<file path="config.mk">
export PLATFORM = sky130hd
export DESIGN_NAME = hi_sim_seq_flat
export DESIGN_NICKNAME = d
export VERILOG_FILES = /design/src/rtl/hi_sim_seq_pkg.sv /design/src/rtl/hi_sim_seq_if.sv /design/src/rtl/hi_sim_manchester_tx.sv /design/src/rtl/hi_sim_seq.sv /design/src/flat_wrapper.sv
export SDC_FILE = /design/constraint.sdc
export NUM_CORES = 1
export LEC_CHECK = 0
export BUFFER_PORTS_ARGS = -buffer_cell sky130_fd_sc_hd__buf_4
export CAP_MARGIN = 30
export CORE_MARGIN = 8
export CORE_UTILIZATION = 30
export CTS_CLUSTER_SIZE = 25
export DETAILED_ROUTE_END_ITERATION = 7
export HOLD_SLACK_MARGIN = 0.12
export PLACE_DENSITY = 0.53
export RECOVER_POWER = 50
export SYNTH_ARGS = -nofsm -noshare
export SYNTH_HDL_FRONTEND = slang
export SYNTH_HIERARCHICAL = 1
export SYNTH_SLANG_ARGS = --single-unit
</file>
<file path="constraint.sdc">
create_clock -name ck_1356meg -period 7.9 [get_ports ck_1356meg]
set_clock_uncertainty 0.15 [all_clocks]
set_input_delay 1.58 -clock ck_1356meg [delete_from_list [all_inputs] [get_ports ck_1356meg]]
set_output_delay 1.58 -clock ck_1356meg [all_outputs]
set_load 0.1 [all_outputs]
</file>
<file path="src/rtl/hi_sim_seq_pkg.sv">
// Shared types and defaults for the 13.56 MHz tag-simulation response sequencer.
package hi_sim_seq_pkg;

    // Sequencer states: listen, wait for reader frame end, count FDT, transmit.
    typedef enum logic [1:0] {
        IDLE  = 2'd0,
        ARMED = 2'd1,
        WAIT  = 2'd2,
        TX    = 2'd3
    } state_e;

    // Modulator selections.
    localparam logic [2:0] MOD_LISTEN         = 3'b000;
    localparam logic [2:0] MOD_TX_DEFAULT     = 3'b100;

    // Timing defaults (carrier cycles).
    localparam int         BIT_CYCLES_DEFAULT = 128;
    localparam int         PAUSE_MIN_DEFAULT  = 8;
    localparam int         MIN_FDT_DEFAULT    = 256;

    // Field widths.
    localparam int         FDT_W      = 12;
    localparam int         NBITS_W    = 8;
    localparam int         BUF_AW     = 5;
    localparam int         BUF_DEPTH  = 32;
    localparam int         BITCNT_W   = 9;   // SOF + 255 data bits + EOF

    // Lower clamp on the requested frame delay.
    function automatic logic [FDT_W-1:0] clamp_fdt(input logic [FDT_W-1:0] req,
                                                   input logic [FDT_W-1:0] floor_v);
        return (req < floor_v) ? floor_v : req;
    endfunction

endpackage

</file>
<file path="src/rtl/hi_sim_seq_if.sv">
// Control, response-buffer and modulator signals of the response sequencer.
interface hi_sim_seq_if;
    import hi_sim_seq_pkg::*;

    logic               start;
    logic               abort;
    logic [FDT_W-1:0]   fdt_cycles;
    logic [NBITS_W-1:0] nbits;
    logic               wr_en;
    logic [BUF_AW-1:0]  wr_addr;
    logic [7:0]         wr_data;
    logic               rx_field;
    logic [2:0]         mod_type;
    logic               mod_dout;
    logic               busy;
    logic               tx_active;
    logic               done;

    // ARM / field side driving the sequencer.
    modport master (
        output start, abort, fdt_cycles, nbits, wr_en, wr_addr, wr_data, rx_field,
        input  mod_type, mod_dout, busy, tx_active, done
    );

    // The sequencer itself.
    modport slave (
        input  start, abort, fdt_cycles, nbits, wr_en, wr_addr, wr_data, rx_field,
        output mod_type, mod_dout, busy, tx_active, done
    );

endinterface

</file>
<file path="src/rtl/hi_sim_manchester_tx.sv">
// Manchester framer: SOF, data bits from the response buffer (byte 0 first,
// LSB first), EOF; flags the final cycle of the frame to the parent FSM.
module hi_sim_manchester_tx
    import hi_sim_seq_pkg::*;
#(
    parameter int BIT_CYCLES = BIT_CYCLES_DEFAULT
)(
    input  logic               clk,
    input  logic               rst,
    input  logic               go_i,       // high for the whole TX state
    input  logic [NBITS_W-1:0] nbits_i,
    input  logic [7:0]         rd_data_i,
    output logic [BUF_AW-1:0]  rd_addr_o,
    output logic               dout_o,
    output logic               last_o
);

    localparam int              CYC_W    = $clog2(BIT_CYCLES);
    localparam logic [CYC_W-1:0] CYC_LAST = CYC_W'(BIT_CYCLES - 1);
    localparam logic [CYC_W-1:0] CYC_HALF = CYC_W'(BIT_CYCLES / 2);

    logic [CYC_W-1:0]    cyc_q, cyc_d;
    logic [BITCNT_W-1:0] bit_q, bit_d;
    logic [BITCNT_W-1:0] eof_idx;
    logic [NBITS_W-1:0]  data_idx;
    logic                is_sof;
    logic                is_eof;
    logic                sym;

    // Bit slot 0 is SOF, slots 1..nbits are data, slot nbits+1 is EOF.
    assign eof_idx   = {1'b0, nbits_i} + BITCNT_W'(1);
    assign data_idx  = NBITS_W'(bit_q - BITCNT_W'(1));
    assign rd_addr_o = data_idx[7:3];
    assign is_sof    = (bit_q == '0);
    assign is_eof    = (bit_q == eof_idx);
    assign sym       = is_sof ? 1'b1 : rd_data_i[data_idx[2:0]];
    assign last_o    = go_i && is_eof && (cyc_q == CYC_LAST);

    // Manchester symbol: bit in the first half, inverted in the second; EOF idles low.
    always_comb begin
        dout_o = 1'b0;
        if (go_i && !is_eof) begin
            dout_o = (cyc_q < CYC_HALF) ? sym : ~sym;
        end
    end

    // Cycle-in-bit and bit-slot counters run only while transmitting.
    always_comb begin
        // NOTE: every always_comb output gets a default first so no path leaves it unassigned (no latch).
        cyc_d = '0;
        bit_d = '0;
        if (go_i) begin
            if (cyc_q == CYC_LAST) begin
                cyc_d = '0;
                bit_d = bit_q + BITCNT_W'(1);
            end else begin
                cyc_d = cyc_q + CYC_W'(1);
                bit_d = bit_q;
            end
        end
    end

    // Counter registers.
    always_ff @(posedge clk) begin
        // NOTE: sequential state uses non-blocking assignments so every register samples pre-edge values.
        if (rst) begin
            cyc_q <= '0;
            bit_q <= '0;
        end else begin
            cyc_q <= cyc_d;
            bit_q <= bit_d;
        end
    end

endmodule

</file>
<file path="src/rtl/hi_sim_seq.sv">
// Response sequencer: detects end of a reader frame on rx_field, waits the
// programmed frame delay, then transmits the buffered Manchester response.
module hi_sim_seq
    import hi_sim_seq_pkg::*;
#(
    parameter int         BIT_CYCLES = BIT_CYCLES_DEFAULT,
    parameter int         PAUSE_MIN  = PAUSE_MIN_DEFAULT,
    parameter int         MIN_FDT    = MIN_FDT_DEFAULT,
    parameter logic [2:0] MOD_TX     = MOD_TX_DEFAULT
)(
    input  logic        ck_1356meg,
    input  logic        rst,
    hi_sim_seq_if.slave bus
);

    localparam int               LOW_W     = $clog2(PAUSE_MIN + 1);
    localparam logic [LOW_W-1:0] LOW_SAT   = LOW_W'(PAUSE_MIN);
    localparam logic [FDT_W-1:0] MIN_FDT_V = FDT_W'(MIN_FDT);

    state_e             state_q, state_d;
    logic [FDT_W-1:0]   fdt_q, fdt_d;
    logic [NBITS_W-1:0] nbits_q, nbits_d;
    logic [FDT_W-1:0]   dly_q, dly_d;
    logic               done_q, done_d;

    logic               rx_q;
    logic [LOW_W-1:0]   low_cnt_q, low_cnt_d;
    logic               frame_end;

    logic               busy;
    logic               tx_active;
    logic [7:0]         resp_mem [BUF_DEPTH];
    logic [BUF_AW-1:0]  rd_addr;
    logic [7:0]         rd_byte;
    logic               tx_dout;
    logic               tx_last;

    // Saturating count of consecutive low cycles of the registered field.
    always_comb begin
        low_cnt_d = low_cnt_q;
        if (rx_q) begin
            low_cnt_d = '0;
        end else if (low_cnt_q != LOW_SAT) begin
            low_cnt_d = low_cnt_q + LOW_W'(1);
        end
    end

    // First high cycle after a pause of at least PAUSE_MIN cycles.
    assign frame_end = rx_q && (low_cnt_q == LOW_SAT);

    // Field register and pause counter.
    always_ff @(posedge ck_1356meg) begin
        if (rst) begin
            rx_q      <= 1'b1;
            low_cnt_q <= '0;
        end else begin
            rx_q      <= bus.rx_field;
            low_cnt_q <= low_cnt_d;
        end
    end

    // Response buffer: ARM writes land only while the sequencer is idle.
    always_ff @(posedge ck_1356meg) begin
        // NOTE: the buffer has no reset; its contents are whatever ARM last loaded.
        if (bus.wr_en && !busy) begin
            resp_mem[bus.wr_addr] <= bus.wr_data;
        end
    end

    assign rd_byte = resp_mem[rd_addr];

    // Next-state logic; abort overrides everything, including a same-cycle start.
    always_comb begin
        state_d = state_q;
        fdt_d   = fdt_q;
        nbits_d = nbits_q;
        dly_d   = dly_q;
        done_d  = 1'b0;
        if (bus.abort) begin
            state_d = IDLE;
        end else begin
            case (state_q)
                IDLE: begin
                    if (bus.start) begin
                        fdt_d   = clamp_fdt(bus.fdt_cycles, MIN_FDT_V);
                        nbits_d = bus.nbits;
                        state_d = ARMED;
                    end
                end
                ARMED: begin
                    // The edge cycle itself counts as delay 0, so WAIT starts at 1.
                    if (frame_end) begin
                        dly_d   = FDT_W'(1);
                        state_d = WAIT;
                    end
                end
                WAIT: begin
                    if (frame_end) begin
                        dly_d = FDT_W'(1);
                    end else if (dly_q == fdt_q - FDT_W'(1)) begin
                        state_d = TX;
                    end else begin
                        dly_d = dly_q + FDT_W'(1);
                    end
                end
                TX: begin
                    if (tx_last) begin
                        state_d = IDLE;
                        done_d  = 1'b1;
                    end
                end
                default: state_d = IDLE;
            endcase
        end
    end

    // Sequencer state registers.
    always_ff @(posedge ck_1356meg) begin
        if (rst) begin
            state_q <= IDLE;
            fdt_q   <= '0;
            nbits_q <= '0;
            dly_q   <= '0;
            done_q  <= 1'b0;
        end else begin
            state_q <= state_d;
            fdt_q   <= fdt_d;
            nbits_q <= nbits_d;
            dly_q   <= dly_d;
            done_q  <= done_d;
        end
    end

    hi_sim_manchester_tx #(
        .BIT_CYCLES (BIT_CYCLES)
    ) u_tx (
        .clk       (ck_1356meg),
        .rst       (rst),
        .go_i      (tx_active),
        .nbits_i   (nbits_q),
        .rd_data_i (rd_byte),
        .rd_addr_o (rd_addr),
        .dout_o    (tx_dout),
        .last_o    (tx_last)
    );

    assign busy          = (state_q != IDLE);
    assign tx_active     = (state_q == TX);
    assign bus.busy      = busy;
    assign bus.tx_active = tx_active;
    assign bus.mod_type  = tx_active ? MOD_TX : MOD_LISTEN;
    assign bus.mod_dout  = tx_active & tx_dout;
    assign bus.done      = done_q;

endmodule
</file>
<file path="src/flat_wrapper.sv">
// flat-port wrapper written by rule: the top's interface ports become plain ports
module hi_sim_seq_flat import hi_sim_seq_pkg::*;
#(
    parameter int         BIT_CYCLES = BIT_CYCLES_DEFAULT,
    parameter int         PAUSE_MIN  = PAUSE_MIN_DEFAULT,
    parameter int         MIN_FDT    = MIN_FDT_DEFAULT,
    parameter logic [2:0] MOD_TX     = MOD_TX_DEFAULT
)
  (ck_1356meg, rst, bus_start, bus_abort, bus_fdt_cycles, bus_nbits, bus_wr_en, bus_wr_addr, bus_wr_data, bus_rx_field, bus_mod_type, bus_mod_dout, bus_busy, bus_tx_active, bus_done);
  hi_sim_seq_if bus_i ();
  input  logic ck_1356meg;
  input  logic rst;
  input wire logic [$bits(bus_i.start)-1:0] bus_start;
  input wire logic [$bits(bus_i.abort)-1:0] bus_abort;
  input wire logic [$bits(bus_i.fdt_cycles)-1:0] bus_fdt_cycles;
  input wire logic [$bits(bus_i.nbits)-1:0] bus_nbits;
  input wire logic [$bits(bus_i.wr_en)-1:0] bus_wr_en;
  input wire logic [$bits(bus_i.wr_addr)-1:0] bus_wr_addr;
  input wire logic [$bits(bus_i.wr_data)-1:0] bus_wr_data;
  input wire logic [$bits(bus_i.rx_field)-1:0] bus_rx_field;
  output wire logic [$bits(bus_i.mod_type)-1:0] bus_mod_type;
  output wire logic [$bits(bus_i.mod_dout)-1:0] bus_mod_dout;
  output wire logic [$bits(bus_i.busy)-1:0] bus_busy;
  output wire logic [$bits(bus_i.tx_active)-1:0] bus_tx_active;
  output wire logic [$bits(bus_i.done)-1:0] bus_done;
  assign bus_i.start = bus_start;
  assign bus_i.abort = bus_abort;
  assign bus_i.fdt_cycles = bus_fdt_cycles;
  assign bus_i.nbits = bus_nbits;
  assign bus_i.wr_en = bus_wr_en;
  assign bus_i.wr_addr = bus_wr_addr;
  assign bus_i.wr_data = bus_wr_data;
  assign bus_i.rx_field = bus_rx_field;
  assign bus_mod_type = bus_i.mod_type;
  assign bus_mod_dout = bus_i.mod_dout;
  assign bus_busy = bus_i.busy;
  assign bus_tx_active = bus_i.tx_active;
  assign bus_done = bus_i.done;
  hi_sim_seq #(.BIT_CYCLES(BIT_CYCLES), .PAUSE_MIN(PAUSE_MIN), .MIN_FDT(MIN_FDT), .MOD_TX(MOD_TX)) u_core (.ck_1356meg(ck_1356meg), .rst(rst), .bus(bus_i));
endmodule
</file>
==> results by stage, run 1 <==
Outcome:
- The run finished, with violations left.
- The checks that failed: max-capacitance violations, max-slew violations.

Power and ir drop:
- The part of the power in registers is a little over half.
- IR analysis of the VDD net gives a maximum drop of ~110 uV.
- The internal power is roughly 0.0027 W.
- The static leakage power is ~5 nW.
- The switching fraction of total power is 21.93%.
- The power share of the combinational group is under 10%.
- The overall power is approximately 0.0034 W.
- The analysis attributes to net switching a power of ~0.00075 W.
- The share of total power dissipated in the clock network is ~44%.
- The power per cell area is about 220 nW/um^2.

Floorplanning:
- Once the floorplan was initialized, standard cells occupied 30.39% of the core.
- The vertical extent of the die is approximately 230 um.
- The row count is 77.
- The floorplan step defined a core boundary enclosing approximately 44000 um^2.
- The overall die width is around 230 um.
- The die covers approximately 52000 um^2.
- The number of placed I/O pins is 46.

Logic synthesis:
- The proportion of synthesized flip-flops having asynchronous set or reset is 0%.
- Counting flops with a built-in enable in the synthesized netlist gives roughly 260.
- The share of synthesized area in the top cell type comes to ~57%.
- The most common flop cell mapped by yosys is sky130_fd_sc_hd__edfxtp_1.
- A synthesized cell averages 15.70 um^2.
- By instance count, the leading cell after synthesis is sky130_fd_sc_hd__edfxtp_1.
- After synthesis the netlist holds a flip-flop and latch count of between 300 and 400.
- The number of standard cells after synthesis is around 860.
- The number of library cell types mapped by synthesis is between 60 and 70.
- Of the synthesized area, sequential elements account for ~66%.
- By area the synthesized netlist is led by sky130_fd_sc_hd__edfxtp_1, sky130_fd_sc_hd__mux4_2, sky130_fd_sc_hd__dfxtp_1.
- Yosys printed 6 warnings.
- The biggest area contributor in the post-synthesis netlist is sky130_fd_sc_hd__edfxtp_1.
- The commonest cells after synthesis are sky130_fd_sc_hd__edfxtp_1, sky130_fd_sc_hd__mux4_2, sky130_fd_sc_hd__nor2_1.
- The combined area of all synthesized cells is 13440 um^2.

Timing:
- The relative slew slack is -36.68%.
- Counting I/O delays and the setup requirement, the final critical path takes roughly 7 ns.
- The final critical path takes up 89.68% of the cycle.
- The actual slew at the worst max-slew pin is slightly above 2 ns.
- The number of setup violations in the final report is 0.
- The top achievable clock speed is around 140 MHz.
- The final hold violation count came to 0.
- After routing, the total negative slack on setup checks comes to 0 ns.
- Setup repair after global routing left no endpoint under its margin.
- The final max-slew violation count was 47.

Detailed routing:
- The first-iteration detailed-routing DRC count is about 570.
- After detailed routing, the total wire length is just under 30000 um.
- The number of detailed-route iterations in the first pass is 5.
- Across all layers, the routed design uses 7322 vias.
- The wire length per cell after detailed routing is between 15 and 20 um.
- Using the TritonRoute via totals, the vias-per-cell ratio works out to roughly 4.9.
- The detail route stage leaves a number of antenna-violating nets equal to 0.
- The count of unresolved DRC violations after routing is 0.

Setup path:
- For the worst setup path, the data arrival time is between 5 and 6 ns.
- The capturing point of the worst reg2reg path is u_core/dly_q[11].
- The number of buffer and inverter instances along the worst setup path is 2.
- The critical path is of the flip-flop to output pin type.
- The data required time of the critical path is between 6 and 7 ns.
- The largest stage delay on the critical path is between 0.6 and 0.7 ns.
- The most frequent cell on the critical path is sky130_fd_sc_hd__mux4_2.
- The internal reg-to-reg setup slack is between 4 and 5 ns.
- Walking the worst path, the cells encountered are nor3_1 > xor2_4 > buf_12 > mux4_2 > mux4_2 > mux2_2 > mux4_2 > mux2i_1 > a21oi_1 > and3b_1 > o31a_1 > and2_1 > buf_4.
- The type of origin of the critical path is a flip-flop.
- The dominant delay contributor by cell family on the critical path is multiplexers.
- Of all nets on the critical path, the largest fanout is 64.
- The worst setup path is captured at an output pin.
- The worst register-to-register path begins at u_core/fdt_q[5].
- The number of cells on the worst reg-to-reg path is 6.
- The cell at the slowest stage of the critical path is sky130_fd_sc_hd__mux4_2.

CTS:
- Once the clock tree was built, the resizer swapped 0 gates to a different size.
- CTS built an H-tree with a depth of 2.
- Clock tree synthesis selected as its root buffer the cell sky130_fd_sc_hd__clkbuf_16.
- The number of buffers inserted to repair setup after CTS is 0.
- The later-pin clock latency in the skew report is 0.54 ns.
- The CTS clock-pin slew for the worst setup and hold paths is 0.07 ns.
- The total clock sinks is approximately 310.
- The number of buffers on the longest clock path is 3.
- TritonCTS built the clock tree.
- The number of hold-repair buffers added at the cts stage is 0.
- In this run, CTS created clock tree buffers numbering 35.

Global route:
- The number of antenna violations at the first check in global routing is 0.
- Global routing used a little under an eighth of the available tracks.
- The first global-routing pass estimated ~45000 um of wire.
- Summed over all layers, the global routing overflow is 0.
- The pin count of the biggest net entering global routing is 65.
- The number of global-route vias before repair came to 7554.

Placement:
- The post-placement cell area is 14370 um^2.
- The post-detailed-placement half-perimeter wirelength is 18600 um.
- The number of buffers inserted by port buffering is 43.
- The placer congestion estimate is slightly below 0.8.

Layout:
- From synthesis to final layout, the design area changed by 14.41%.
- The number of nets in the final layout is ~950.
- Cells fill 34.77% of the core in the end.
- With fillers left out, the area of the finished cells amounts to roughly 15000 um^2.
- The number of antenna diodes in the final layout is 0.
- The filler cells instantiated in the layout total ~4200.
- Of the cells placed in the final design, the portion with a size suffix greater than 1 is between 20% and 30%.

Run:
- The max-cap violation count is 1.

Hold path:
- The end point of the most critical hold path is u_core/u_tx/cyc_q[0].
- The path class of the tightest hold or removal check is flip-flop to flip-flop.
- The launch point of the worst hold path is u_core/u_tx/cyc_q[0].
- Along the worst hold path, the cell count comes to 1.
[logic make-up (layout without fill, tap and decap cells)]
group	count (synthesis)	after routing	synth area share, %
AND/OR/NAND/NOR	240	240	9.088
other	1	2	0.02791
XOR/XNOR	45	45	2.933
flip-flops	312	312	65.55
AO/OA/AOI/OAI	73	73	3.762
adder cells (fa/ha/maj)	14	14	1.304
multiplexers	95	95	14.79
buffers and inverters	76	136	2.551
[through the flow]
stage	worst slack [ns]	instances	hold slack, ns
after floorplan	1.280	857	0.2676
after global placement	1.260	1446	0.2802
after detailed placement	1.299	1447	0.2906
after CTS	0.6672	1509	0.3013
after global routing	0.4610	1509	0.3357
final	0.8155	1509	0.2957
[final cells by class]
type	instances	area (um^2)	share of cell area, %
sequential	312	8808	57.29
clock inverter	16	123.9	0.8057
tap	592	740.7	4.818
inverter	25	93.84	0.6104
timing repair buffer	49	356.6	2.319
clock buffer	46	919.6	5.981
multi-input combinational	469	4332	28.17
[cells in the final DEF (no fill, tap or decap), types with 18 or more instances in the layout]
| cell type | instances |
|---|---|
| sky130_fd_sc_hd__edfxtp_1 | 256 |
| sky130_fd_sc_hd__xnor2_1 | 25 |
| sky130_fd_sc_hd__nor2_1 | 78 |
| sky130_fd_sc_hd__dfxtp_1 | 56 |
| sky130_fd_sc_hd__inv_1 | 25 |
| sky130_fd_sc_hd__clkbuf_16 | 35 |
| sky130_fd_sc_hd__nand2_1 | 46 |
| sky130_fd_sc_hd__buf_4 | 37 |
| sky130_fd_sc_hd__nor3_1 | 18 |
| sky130_fd_sc_hd__mux4_2 | 82 |
| sky130_fd_sc_hd__a21oi_1 | 20 |
| sky130_fd_sc_hd__clkbuf_1 | 18 |
| sky130_fd_sc_hd__nand3_1 | 18 |
[worst register-to-register path, delay by kind of cell (launching register included)]
kind / cells / cell delay, ns
DFF: 1 / 0.39
and+or+nand+nor: 2 / 1.06
AOI/OAI and AO/OA: 4 / 1.54
[sequential cells by signal, indices dropped and copies added (netlist names)]
signal	count
u_core/bus.done	1
u_core/dly_q	12
u_core/fdt_q	12
u_core/low_cnt_q	4
u_core/nbits_q	8
u_core/resp_mem	256
u_core/rx_q	1
u_core/state_q	2
u_core/u_tx/bit_q	9
u_core/u_tx/cyc_q	7
[worst max path at each step]
| stage | start | to | slack, ns | cells after the start |
|---|---|---|---|---|
| 4_1_cts | u_core/u_tx/bit_q[0] | bus_mod_dout | 0.67 | 13 |
| 3_5_place_dp | u_core/u_tx/bit_q[0] | bus_mod_dout | 1.30 | 13 |
| 5_1_grt | u_core/u_tx/bit_q[0] | bus_mod_dout | 0.46 | 13 |
| 3_3_place_gp | u_core/u_tx/bit_q[0] | bus_mod_dout | 1.26 | 13 |
| 6_report | u_core/u_tx/bit_q[0] | bus_mod_dout | 0.82 | 13 |
| 2_1_floorplan | u_core/u_tx/bit_q[0] | bus_mod_dout | 1.28 | 15 |
[metal layers]
metal	global-route usage [%]	share of wire (%)	vias up
met5	0	0	-
met4	3.725	2.3	0
met3	2.143	4.7	45
met2	18.06	47	173
met1	15.45	46	3704
li1	-	-	3400
[power groups by stage]
stage               combinational (W)  sequential (W)  clock, W
detailed placement           0.000130         0.00184         0
CTS                          0.000131         0.00181   0.00154
global route                 0.000141         0.00181   0.00161
floorplan                   0.0000753         0.00184         0
finish                       0.000127         0.00181   0.00149
global placement             0.000128         0.00184         0
Power figures use the tool's default switching activity.
==> run 2, diff against run 1 <==
--- a/config.mk
+++ b/config.mk
@@ -5,6 +5,7 @@
 export SDC_FILE = /design/constraint.sdc
 export NUM_CORES = 1
 export LEC_CHECK = 0
+export ABC_AREA = 1
 export BUFFER_PORTS_ARGS = -buffer_cell sky130_fd_sc_hd__buf_4
 export CAP_MARGIN = 30
 export CORE_MARGIN = 8
==> run 2 against run 1 <==
  * The run still ends with max-capacitance violations, max-slew violations left
  * Utilization shrank 0.21 points
  * Via count rose by 38%
  * Count of clock-buffer cells in the layout down 4
  * Sequential power about the same
  * Sequential share of layout area fell by 2.1 points
  * Synthesized area grew 3.6%
  * Register-to-register slack better by 0.36 ns
  * Cell count increased by 33%
  * First-iteration DRC count rose by 48%
  * Die area up 3.3%
  * Critical path type unchanged
==> results by stage, run 2 <==
Setup path:
- By startpoint and endpoint, the worst setup path is classified as flip-flop to output pin.
- The type of origin of the critical path is a flip-flop.
- The arrival time of data at the critical path endpoint is about 4.8 ns.
- Along the worst path, the maximum fanout reaches 74.
- The data required time of the critical path is between 6 and 7 ns.
- The sort of element at the end of the critical path is an output pin.

Layout:
- The register with the most flip-flops in the layout has 256 of them.
- In the final layout, the registers with the most flip-flops are u_core/resp_mem: 256 flops, u_core/dly_q: 12 flops, u_core/fdt_q: 12 flops.
- The top cell types in the final layout, fill and taps aside, are sky130_fd_sc_hd__nor2_1, sky130_fd_sc_hd__edfxtp_1, sky130_fd_sc_hd__o21ai_0, sky130_fd_sc_hd__nand2_1, sky130_fd_sc_hd__inv_1.
- The post-route netlist has 9.664% of its cells at a drive strength greater than 1.
- The top register by number of flip-flops is u_core/resp_mem.
- The layout overhead on the synthesized area is 14.62%.
- Leaving out fill and tap cells, the most frequent cell in the layout is sky130_fd_sc_hd__nor2_1.
- 0 antenna diodes ended up in the layout.
- The number of nets in the final layout is 1422.

Placement:
- Buffers placed on the I/O ports in this run total 43.
- The placer congestion estimate is 0.8201.
- At the placement stage, the worst setup path has a slack of approximately 1.7 ns.
- The post-detailed-placement half-perimeter wirelength is between 20000 and 25000 um.

Global route:
- The total grt overflow is 0.
- The routing usage on met3 is ~2.6%.
- The number of antenna violations at the first check in global routing was 0.
- The met2 demand-to-capacity share in global routing is between 20% and 30%.
- In this run the most used layer during global routing was met2.
- Global routing used 18.21% of the available met1 tracks.
- The total global-route track usage is about an eighth.
- The number of global-route vias before repair is roughly 9600.
- The pin count of the biggest net entering global routing is between 70 and 80.
- The wire length of the first global-routing pass is 55990 um.

CTS:
- The CTS tree is built.
- The total CTS buffers is 36.
- The later-pin clock latency in the skew report is approximately 0.53 ns.
- The clock root buffer master is sky130_fd_sc_hd__clkbuf_16.
- The CTS clock-pin slew for the worst setup and hold paths is about 0.06 ns.
- The number of buffers on the longest clock path is 3.
- The number of buffers inserted to repair setup after CTS is 0.
- The number of hold-repair buffers added at the cts stage is 0.
- The H-tree was split into 2 levels.
- In this run, post-CTS repair resized a total of 0 instances.
- Counting every sink on the clock net gives 312.

Logic synthesis:
- Ranked by total cell area, the synthesized netlist is headed by sky130_fd_sc_hd__edfxtp_1, sky130_fd_sc_hd__dfxtp_1, sky130_fd_sc_hd__nor2_1.
- Among all cell types in the netlist, the one instantiated most often is sky130_fd_sc_hd__nor2_1.
- In this run the cell area of the synthesized design comes to 13920 um^2.
- For this run, the leading register cell type out of synthesis is sky130_fd_sc_hd__edfxtp_1.
- The commonest cells after synthesis are sky130_fd_sc_hd__nor2_1, sky130_fd_sc_hd__edfxtp_1, sky130_fd_sc_hd__o21ai_0.
- Yosys printed 6 warnings.
- The number of synthesized flops with an enable pin is approximately 260.
- The cell type with the highest aggregate area in the netlist is sky130_fd_sc_hd__edfxtp_1.
- The proportion of synthesized flip-flops having asynchronous set or reset is 0%.
- A synthesized cell averages ~10 um^2.
- The number of library cell types mapped by synthesis is 42.
- Counting every instance in the synthesized netlist gives 1348.
- In this run, synthesis produced a sequential element count of between 300 and 400.
- The register area share after synthesis is between 60 and 70%.
- The synthesized design devotes to its leading area cell type 55.23% of total area.

Detailed routing:
- Dividing the detail-routed wire length by the instance count gives 18.07 um.
- The total vias in the final route is 10080.
- The total wirelength of the detailed-routed design is about 36000 um.
- The first-iteration detailed-routing DRC count is between 800 and 900.
- The detail route stage leaves a number of antenna-violating nets equal to 0.
- The detail-routed via count per cell is a little over 5.
- The number of detailed-route iterations in the first pass is 5.
- The count of unresolved DRC violations after routing is 0.

Floorplanning:
- During I/O placement, the number of pins put on the boundary was between 40 and 50.
- The row count is 79.
- From bottom edge to top edge, the die measures approximately 230 um.
- The starting density of the core is 30.15%.
- The overall die width is 231.4 um.
- The die covers roughly 54000 um^2.
- In this run the standard cell core region covers ~46000 um^2.

Outcome:
- The final reports fail on max-capacitance violations, max-slew violations.
- The run finished, with violations left.

Timing:
- The worst setup margin is 1.348 ns.
- For the finished layout, the period the worst path requires is roughly 6.6 ns.
- The number of setup violations in the final report is 0.
- The actual slew at the worst max-slew pin is around 1.7 ns.
- The final-layout worst hold slack is ~0.3 ns.
- The summed negative setup slack over all endpoints is 0 ns.
- The relative slew slack is -14.17%.
- The top achievable clock speed is roughly 150 MHz.
- The final hold violation count is 0.
- Setup repair after global routing left no endpoint under its margin.
- The fraction of the cycle the final worst path needs is 82.94%.
- The final max-slew violation count came to roughly 260.

Hold path:
- The worst hold path class is flip-flop to flip-flop.

Power and ir drop:
- In this run, the combinational gates consume approximately 4.8% of the power.
- Per report_power, the clock group accounts for 44.7% of the total.
- The switching fraction of total power is between 20% and 30%.
- The highest ir drop seen on vdd is 151.3 uV.
- The static leakage power is 5.461 nW.
- The power per cell area is around 230 nW/um^2.
- The internal power is approximately 0.0028 W.
- Sequential cells burn 50.5% of the power.
- The overall power is 0.003601 W.
- Summed over all nets, the switching power comes to 0.0008274 W.

Run:
- Max-cap violations in this run came to 8.
run 2: cell types whose count changed in the layout (fill, tap and decap cells not counted), moves of 12 or more:
cell	delta
sky130_fd_sc_hd__nor2_1	+183
sky130_fd_sc_hd__o22ai_1	+14
sky130_fd_sc_hd__inv_1	+70
sky130_fd_sc_hd__nand3_1	+62
sky130_fd_sc_hd__nor3_1	-12
sky130_fd_sc_hd__xnor2_1	-17
sky130_fd_sc_hd__o21ai_0	+151
sky130_fd_sc_hd__o221ai_1	+50
sky130_fd_sc_hd__mux4_2	-82
sky130_fd_sc_hd__nand2_1	+97
sky130_fd_sc_hd__a21oi_1	+19
run 2: cells by family (layout without fill, tap and decap cells):
kind of cell / after synthesis / in the layout / share of synthesized area (%)
buffers and inverters: 178 / 226 / 5.367
DFF: 312 / 312 / 63.29
and+or+nand+nor: 523 / 523 / 15.97
AOI/OAI and AO/OA: 299 / 299 / 12.77
other: 1 / 2 / 0.02694
xor gates and xnor gates: 21 / 21 / 1.321
adders and majority gates: 14 / 14 / 1.259
run 2: path summary, 6_finish.rpt:
check / startpoint / endpoint / slack (ns) / depth (start not counted)
worst min-delay path: u_core/u_tx/cyc_q[0] / u_core/u_tx/cyc_q[0] / 0.30 / 1
worst max register to register: u_core/state_q[1] / u_core/resp_mem[9][4] / 5.01 / 6
worst min register to register: u_core/u_tx/cyc_q[0] / u_core/u_tx/cyc_q[0] / 0.30 / 1
worst max-delay path: u_core/u_tx/bit_q[0] / bus_mod_dout / 1.35 / 20
run 2: through the flow:
step	instance area [um^2]	instances	util, %
floorplan	13920	1349	-
global placement	14770	1934	31.99
detailed placement	14800	1936	32.05
CTS	15940	2002	34.54
global route	15950	2004	34.56
finish	15950	2004	34.56
run 2: final cells by class:
type,count,area (um^2)
repair buffers,56,430.4
flip-flops and latches,312,8808
multi-input cells,859,4415
fillers,4608,30210
inverters,104,391.6
clock inverters,24,224.0
clock buffers,42,923.4
well taps,607,759.5
run 2: critical path, cell delays in order (launching register included):
cell and delay [ns]:
sky130_fd_sc_hd__dfxtp_1 0.56, sky130_fd_sc_hd__nor2_1 0.12, sky130_fd_sc_hd__nand2_1 0.19, sky130_fd_sc_hd__xor2_4 0.19, sky130_fd_sc_hd__buf_4 0.58, sky130_fd_sc_hd__buf_4 0.58, sky130_fd_sc_hd__o21ai_0 0.17, sky130_fd_sc_hd__o221ai_1 0.29
sky130_fd_sc_hd__nand3_1 0.19, sky130_fd_sc_hd__a32oi_1 0.24, sky130_fd_sc_hd__inv_1 0.08, sky130_fd_sc_hd__nand2_1 0.07, sky130_fd_sc_hd__nand3_1 0.06, sky130_fd_sc_hd__nand2_1 0.08, sky130_fd_sc_hd__nand2_1 0.07, sky130_fd_sc_hd__nand4_1 0.09
sky130_fd_sc_hd__nand3_1 0.15, sky130_fd_sc_hd__nor2_1 0.16, sky130_fd_sc_hd__nand2_1 0.06, sky130_fd_sc_hd__inv_1 0.07, sky130_fd_sc_hd__buf_4 0.28
run 2: power by group through the flow:
stage | clock [W] | combinational, W | sequential [W]
2_1_floorplan | 0 | 0.000113 | 0.00184
3_3_place_gp | 0 | 0.000172 | 0.00185
3_5_place_dp | 0 | 0.000176 | 0.00185
4_1_cts | 0.00166 | 0.000176 | 0.00182
5_1_grt | 0.00172 | 0.000197 | 0.00182
6_report | 0.00161 | 0.000172 | 0.00182
run 2: metal layers:
metal,share of wire (%),wire [um]
met1,47,16880
met2,46,16610
met3,5.9,2126
met4,1.7,598
met5,0,0
